File: src/rtl/div_iter_axis.sv
// Iterative radix-2 restoring divider with AXI-stream dividend/divisor/dout channels.
// One operation in flight; fixed WIDTH-cycle compute latency regardless of operands.
module div_iter_axis #(
  parameter int WIDTH = 32
) (
  input  logic               clk,
  input  logic               reset,
  input  logic               s_axis_dividend_tvalid,
  output logic               s_axis_dividend_tready,
  input  logic [WIDTH-1:0]   s_axis_dividend_tdata,
  input  logic               s_axis_dividend_tuser,
  input  logic               s_axis_divisor_tvalid,
  output logic               s_axis_divisor_tready,
  input  logic [WIDTH-1:0]   s_axis_divisor_tdata,
  output logic               m_axis_dout_tvalid,
  input  logic               m_axis_dout_tready,
  output logic [2*WIDTH-1:0] m_axis_dout_tdata,
  output logic [1:0]         dbg_state
);

  // Handshake: a beat transfers on any rising edge where tvalid & tready are both 1.
  // Producers hold tdata stable while tvalid=1 and tready=0; ready never depends on valid.

  localparam int CW = (WIDTH > 1) ? $clog2(WIDTH) : 1;

  typedef enum logic [1:0] {
    IDLE = 2'd0,
    CALC = 2'd1,
    DONE = 2'd2
  } state_t;

  state_t state, state_nx;

  logic [CW-1:0]    cnt;
  logic             dvd_flag, dvs_flag;
  logic [WIDTH-1:0] dvd_q, dvs_q;
  logic             sgn_q;

  logic [WIDTH:0]   rem;
  logic [WIDTH-1:0] quo;
  logic [WIDTH-1:0] dvs_mag;
  logic             q_neg, r_neg, div_zero;
  logic [WIDTH-1:0] orig_dvd;

  logic             dvd_acc, dvs_acc, start, last;
  logic [WIDTH-1:0] x_in, y_in, x_mag, y_mag;
  logic             sgn_in, x_neg, y_neg;
  logic [WIDTH:0]   rem_sh, rem_nx;
  logic [WIDTH-1:0] quo_nx, q_fin, r_fin;
  logic             ge;

  assign s_axis_dividend_tready = (state == IDLE) && !dvd_flag;
  assign s_axis_divisor_tready  = (state == IDLE) && !dvs_flag;
  assign dbg_state              = state;

  assign dvd_acc = s_axis_dividend_tvalid && s_axis_dividend_tready;
  assign dvs_acc = s_axis_divisor_tvalid  && s_axis_divisor_tready;
  assign start   = (state == IDLE) && (dvd_flag || dvd_acc) && (dvs_flag || dvs_acc);
  assign last    = (cnt == CW'(WIDTH - 1));

  // Operands come from the capture registers or straight off the bus when the
  // second beat lands, so CALC can begin at the accepting edge.
  always_comb begin
    x_in   = dvd_flag ? dvd_q : s_axis_dividend_tdata;
    sgn_in = dvd_flag ? sgn_q : s_axis_dividend_tuser;
    y_in   = dvs_flag ? dvs_q : s_axis_divisor_tdata;
    x_neg  = sgn_in && x_in[WIDTH-1];
    y_neg  = sgn_in && y_in[WIDTH-1];
    x_mag  = x_neg ? -x_in : x_in;
    y_mag  = y_neg ? -y_in : y_in;
  end

  always_comb begin
    rem_sh = {rem[WIDTH-1:0], quo[WIDTH-1]};
    ge     = (rem_sh >= {1'b0, dvs_mag});
    rem_nx = ge ? (rem_sh - {1'b0, dvs_mag}) : rem_sh;
    quo_nx = {quo[WIDTH-2:0], ge};
    q_fin  = q_neg ? -quo_nx : quo_nx;
    r_fin  = r_neg ? -rem_nx[WIDTH-1:0] : rem_nx[WIDTH-1:0];
    if (div_zero) begin
      q_fin = '1;
      r_fin = orig_dvd;
    end
  end

  always_comb begin
    state_nx = state;
    case (state)
      IDLE:    if (start) state_nx = CALC;
      CALC:    if (last) state_nx = DONE;
      DONE:    if (m_axis_dout_tready) state_nx = IDLE;
      default: state_nx = IDLE;
    endcase
  end

  always_ff @(posedge clk) begin
    if (reset) state <= IDLE;
    else       state <= state_nx;
  end

  always_ff @(posedge clk) begin
    if (reset) begin
      cnt                <= '0;
      dvd_flag           <= 1'b0;
      dvs_flag           <= 1'b0;
      dvd_q              <= '0;
      dvs_q              <= '0;
      sgn_q              <= 1'b0;
      rem                <= '0;
      quo                <= '0;
      dvs_mag            <= '0;
      q_neg              <= 1'b0;
      r_neg              <= 1'b0;
      div_zero           <= 1'b0;
      orig_dvd           <= '0;
      m_axis_dout_tvalid <= 1'b0;
      m_axis_dout_tdata  <= '0;
    end else begin
      case (state)
        IDLE: begin
          if (dvd_acc) begin
            dvd_q    <= s_axis_dividend_tdata;
            sgn_q    <= s_axis_dividend_tuser;
            dvd_flag <= 1'b1;
          end
          if (dvs_acc) begin
            dvs_q    <= s_axis_divisor_tdata;
            dvs_flag <= 1'b1;
          end
          if (start) begin
            dvd_flag <= 1'b0;
            dvs_flag <= 1'b0;
            cnt      <= '0;
            rem      <= '0;
            quo      <= x_mag;
            dvs_mag  <= y_mag;
            q_neg    <= x_neg ^ y_neg;
            r_neg    <= x_neg;
            div_zero <= (y_in == '0);
            orig_dvd <= x_in;
          end
        end
        CALC: begin
          rem <= rem_nx;
          quo <= quo_nx;
          cnt <= last ? '0 : cnt + CW'(1);
          if (last) begin
            m_axis_dout_tdata  <= {q_fin, r_fin};
            m_axis_dout_tvalid <= 1'b1;
          end
        end
        DONE: begin
          if (m_axis_dout_tready) m_axis_dout_tvalid <= 1'b0;
        end
        default: ;
      endcase
    end
  end

endmodule

File: config.mk
export PLATFORM = sky130hd
export DESIGN_NAME = div_iter_axis
export DESIGN_NICKNAME = d
export VERILOG_FILES = /design/src/rtl/div_iter_axis.sv
export SDC_FILE = /design/constraint.sdc
export NUM_CORES = 1
export LEC_CHECK = 0
export ABC_AREA = 1
export BUFFER_PORTS_ARGS = -buffer_cell sky130_fd_sc_hd__buf_4
export CORE_MARGIN = 2
export CORE_UTILIZATION = 50
export DETAILED_ROUTE_END_ITERATION = 16
export GPL_TIMING_DRIVEN = 0
export PLACE_DENSITY_LB_ADDON = 0.15
export SLEW_MARGIN = 30
export SYNTH_ARGS = -nofsm -noshare
export SYNTH_HDL_FRONTEND = slang
export SYNTH_SLANG_ARGS = --single-unit
File: constraint.sdc
create_clock -name clk -period 3.82 [get_ports clk]
set_input_delay 0.382 -clock clk [delete_from_list [all_inputs] [get_ports clk]]
set_output_delay 0.382 -clock clk [all_outputs]
set_load 0.005 [all_outputs]
**Word level (Yosys, flattened, before mapping)**

Index checks and enable logic that the tools add are counted.

- Register bits after elaboration: 270
- Bits of input ports: 70
- Output and inout bits: 69
- Logic and storage cells: 85

- $add $sub $neg: 6
- $lt $le $gt $ge: 1
- Eq/ne operators: 6
- Multiplexer cells: 28
- Bitwise logic cells: 1
- Reductions and logical operators: 27

Operators with widths:

| kind | number |
|---|---|
| $mux W32 | 11 |
| $neg A32 Y32 | 4 |
| $pmux W32 S2 | 2 |
| $ge A33 B32 Y1 | 1 |
| $logic_not A32 Y1 | 1 |
| $sub A32 B32 Y32 | 1 |
| $reduce_and A2 Y1 | 7 |
| $mux W5 | 2 |
| $pmux W5 S2 | 1 |
| $logic_and A1 B1 Y1 | 8 |
| $reduce_bool A2 Y1 | 4 |
| $mux W1 | 7 |
| $mux W2 | 3 |
| $ne A2 B2 Y1 const B | 3 |
| $pmux W2 S3 | 1 |
| $reduce_and A3 Y1 | 2 |
| $add A5 B1 Y5 const B | 1 |
| $eq A5 B5 Y1 const B | 1 |
| $eq A2 B1 Y1 const B | 1 |
| $eq A2 B2 Y1 const B | 1 |
| $logic_not A1 Y1 | 2 |
| $logic_not A2 Y1 | 1 |
| $logic_or A1 B1 Y1 | 2 |
| $pmux W1 S2 | 1 |
| $xor A1 B1 Y1 | 1 |

**Logic depth before layout (Yosys ltp)**

- Depth in word-level cells: 8
- Gate-level depth with buffers: 26
- Mapped depth without buffers: 26

**Worst setup path before layout**

OpenSTA, ideal clock, no wires.

- Path type: reg-to-reg
- From: reg dvs_mag[28]
- To: reg m_axis_dout_tdata[60]
- Arrival: 3365 ps
- Slack: 338 ps
- Cell stages (with the launch flop): 23
- Period minus slack after synthesis: 3482 ps
- Cells stage by stage: dfxtp_1 > inv_1 > ha_1 > a21oi_2 > nand2_1 > a21oi_2 > nand2_2 > nor2_4 > nand2_8 > inv_4 > ha_1 > inv_1 > nor3_1 > nand3_1 > nor4_2 > nand4_1 > nor3_1 > nor2_1 > a21oi_1 > nand2_1 > xor2_1 > o221ai_1 > inv_1

- Longest elaborated chain between the ends: 4

RTL lines:

| item | line | RTL |
|---|---|---|
| from (decl) | 41 | `logic [WIDTH-1:0] dvs_mag;` |
| from (signal assigned) | 136 | `dvs_mag <= y_mag;` |
| $ge A33 B32 Y1 | 75 | `ge = (rem_sh >= {1'b0, dvs_mag});` |
| $neg A32 Y32 | 78 | `q_fin = q_neg ? -quo_nx : quo_nx;` |
| $mux W32 | 78 |  |
| $mux W32 | 80 | `if (div_zero) begin` |
| to (signal assigned) | 148 | `m_axis_dout_tdata <= {q_fin, r_fin};` |
| to (decl) | 17 | `output logic [2*WIDTH-1:0] m_axis_dout_tdata,` |

Every way passes these cells.
A chain may end at the register's enable or synchronous reset.

**Worst setup path in the final report**

Same ends and word-level chain as after synthesis.

==> results.yml <==
status:
  status: "completed"
final_layout:
  drive_above_1_share_pct: 15.2
  finalCoreUtilization_pct: 60.1
  fillers: 3280
  layoutNonFillerInstCount: 3272
  final_nets: 2909
  antenna_cells: 0
  area_delta_synth_final_pct: 19.1
  multi_input_area_um2: 9860
  seq_area_um2: 5430
placement:
  port_buffers: 138
  dpl.hpwl_mm: 48.4
  gp_congestion: 0.930
  placed_cells_incl_taps: 3204
global_routing:
  antenna_found_initial: 0
  met2_usage_pct: 53.5
  grt.met1_usage_pct: 49.3
  grt_max_degree: 15
  grt_overflow: 0
  grt_use_met3_pct: 4.08
  busiest_layer: "met2"
  grt_pass1_wl_mm: 93.8
  track_usage_pct: 33.8
  grt_pass1_vias: 16700
clock_network:
  cts_tree: "built"
  cts_hold_buf: 0
  h-tree-depth: 1
  clockRootBuffer: "clkbuf_16"
  cts_made_buffers: 30
  cts.sinks: 270
  cts_buffer_depth: 3
  path_clk_slew_ns: 0.06
  clkLatencyLatePin_ns: 0.58
detailed_routing:
  drt-initial-drc-count: 1765
  drtPass1Iterations: 7
  routed_wl_mm: 61.7
  ant_nets: 0
  vias: 18100
  via_per_inst: 5.53
  wl_per_cell_um: 18.9
  drc: 0
synth:
  synth_ff_type: "dfxtp_1"
  synth.avg_cell_area_um2: 6.43
  syn_area_um2: 16800
  synthArstFlopShare_pct: 0
  synth_top_area_cell: "dfxtp_1"
  synthTopCellsByCount: "693 x nand2_1, 360 x inv_1, 270 x dfxtp_1"
  synthDistinctLibCells: 59
  ys_seq_area_share_pct: 32.1
  ys_warn_count: 0
  synth_edf_count: 0
  postSynthCellCount: 2618
  synth.top_cell.area_share_pct: 32.1
  syn_nets: 2727
  synth_seq_cells: 270
  synth.most_common_cell: "nand2_1"
  netlist_top_cells_area: "dfxtp_1 32%, nand2_1 15%, inv_1 8.0%"
critical_path:
  cpMaxStageDelayCell: "dfxtp_1"
  arrival_ns: 4.18
  cp_cell_sequence: "inv_1, ha_2, nand2_1, inv_1, nand4_1, nor2_1, nand2_1, nand2_2, nor2_4, nand2_8, clkinv_8, ha_2, inv_2, nor3_4, nand3_2, nor4_4, nand4_1, nor3_2, nor2_2, a21oi_2, nand2_1, xor2_1, o221ai_1, inv_1"
  max_stage_delay_ns: 0.35
  r2r_start: "dvs_mag[28]"
  end_kind: "flip-flop"
  reg2reg_depth: 24
  worstSetupPathType: "reg -> reg"
  r2r_slack_ns: 0.10
  worstPathRequired_ns: 4.28
  timing.rr.end: "m_axis_dout_tdata[60]"
  cp_max_fo: 6
  cp-start-kind: "flip-flop"
floorplanning:
  start_util_pct: 50.5
  fp.dieArea_um2: 35200
  io_pins: 139
  die_y_um: 188
  die_width_um: 188
  row_count: 67
  core_region_area_um2: 33400
timing:
  slew_headroom_pct: 34.3
  finalSetupTns_ns: 0
  finalSetupViolCount: 0
  worst-slew-pin-transition_ns: 0.985
  min_period_ns: 3.72
  hold_viol_final: 0
  max_freq_mhz: 269
  skew_ns: 0.0159
  drv_slew: 0
  rsz0062_at_grt: "yes"
  fin_crit_sh_pct: 97.3
hold_path:
  hp-start: "m_axis_dout_tready"
  min_to: "dbg_state[1]"
  hold_depth: 3
  worst_hold_path_type: "in -> reg"
job:
  drv_cap: 0
[layout make-up]
class / count / share of cell area (%)
clock inverter: 11 / 0.705
clock buffer: 45 / 4.58
multi-input combinational: 1855 / 49.2
inverter: 373 / 7.07
tap: 448 / 2.79
timing repair buffer: 150 / 5.61
sequential: 270 / 27.1
buffer: 120 / 2.97
[registers in the layout, summed over array words and instances (netlist names)]
name	cells
dvs_mag	32
div_zero	1
m_axis_dout_tvalid	1
dvs_q	32
r_neg	1
dvd_flag	1
sgn_q	1
dbg_state	2
m_axis_dout_tdata	64
orig_dvd	32
q_neg	1
quo	32
dvs_flag	1
rem	32
cnt	5
dvd_q	32
[how the worst max path moves through the flow]
stage | from | endpoint | slack (ns) | cells past startpoint
after floorplan | dvs_mag[28] | m_axis_dout_tdata[60] | 0.34 | 22
after global placement | rem[17] | m_axis_dout_tdata[60] | -0.65 | 23
after detailed placement | rem[17] | m_axis_dout_tdata[60] | -0.62 | 23
after CTS | dvs_mag[8] | m_axis_dout_tdata[60] | -0.004 | 24
after global routing | rem[6] | m_axis_dout_tdata[60] | -0.08 | 23
final | dvs_mag[28] | m_axis_dout_tdata[60] | 0.10 | 24
[stage by stage]
stage          setup WS [ns]  hold slack (ns)  area, µm²
3_3_place_gp          -0.655            0.435      18400
3_5_place_dp          -0.618            0.441      18400
2_1_floorplan          0.338            0.423      16800
5_1_grt              -0.0768           0.0968      20100
4_1_cts             -0.00436           0.0897      19600
6_report               0.102           0.0942      20100
[worst max-delay path, delay by kind of cell (launching register included)]
kind                       cells  cell delay (ns)
buffers and inverters          5             0.32
DFF                            1             0.35
and+or+nand+nor               14             2.03
xor gates and xnor gates       1             0.14
adders and majority gates      2             0.47
AOI/OAI and AO/OA              2             0.29
[per-layer routing]
metal	vias to the layer above	part of all wire (%)
li1	8842	-
met1	8398	46
met2	762	44
met3	83	8.6
met4	0	1.8
met5	-	0
[cells in the final DEF (no fill, tap or decap), types with 7 or more instances in the layout]
cell and n:
ha_4 22, nand2_2 36, nand3_1 125, a21oi_2 11, nor2_1 178, o21ai_1 20
o21ai_0 216, dfxtp_1 251, a31oi_1 42, buf_2 16, buf_6 14, o211ai_1 15
buf_4 151, xnor2_1 14, clkbuf_8 9, inv_1 343, nand3b_1 7, xor2_1 54
dfxtp_2 18, ha_1 9, or2_2 8, nor3_1 18, ha_2 7, clkbuf_16 31
clkbuf_1 87, inv_2 22, a21oi_1 212, nand4_1 29, nor2_2 15, nand2_1 684
o21ai_2 8, nor2_4 12, o22ai_1 27, o221ai_1 24
[timing repair]
item,in CTS,in global routing
gates resized for setup,13,95
pin swaps,4,16
setup endpoints to repair,9,23
setup buffers,2,10
hold endpoints to repair,0,0
[cell families after synthesis]
family	share of synthesized area, %
and+or+nand+nor	29.6
adders and majority gates	2.94
DFF	32.1
muxes	0.0594
AOI/OAI and AO/OA	19.9
xor gates and xnor gates	3.54
buffers and inverters	11.9
Power is left out: the tool's default activity adds up to more than one toggle a clock period on the data nets, which glitch-free logic cannot reach.
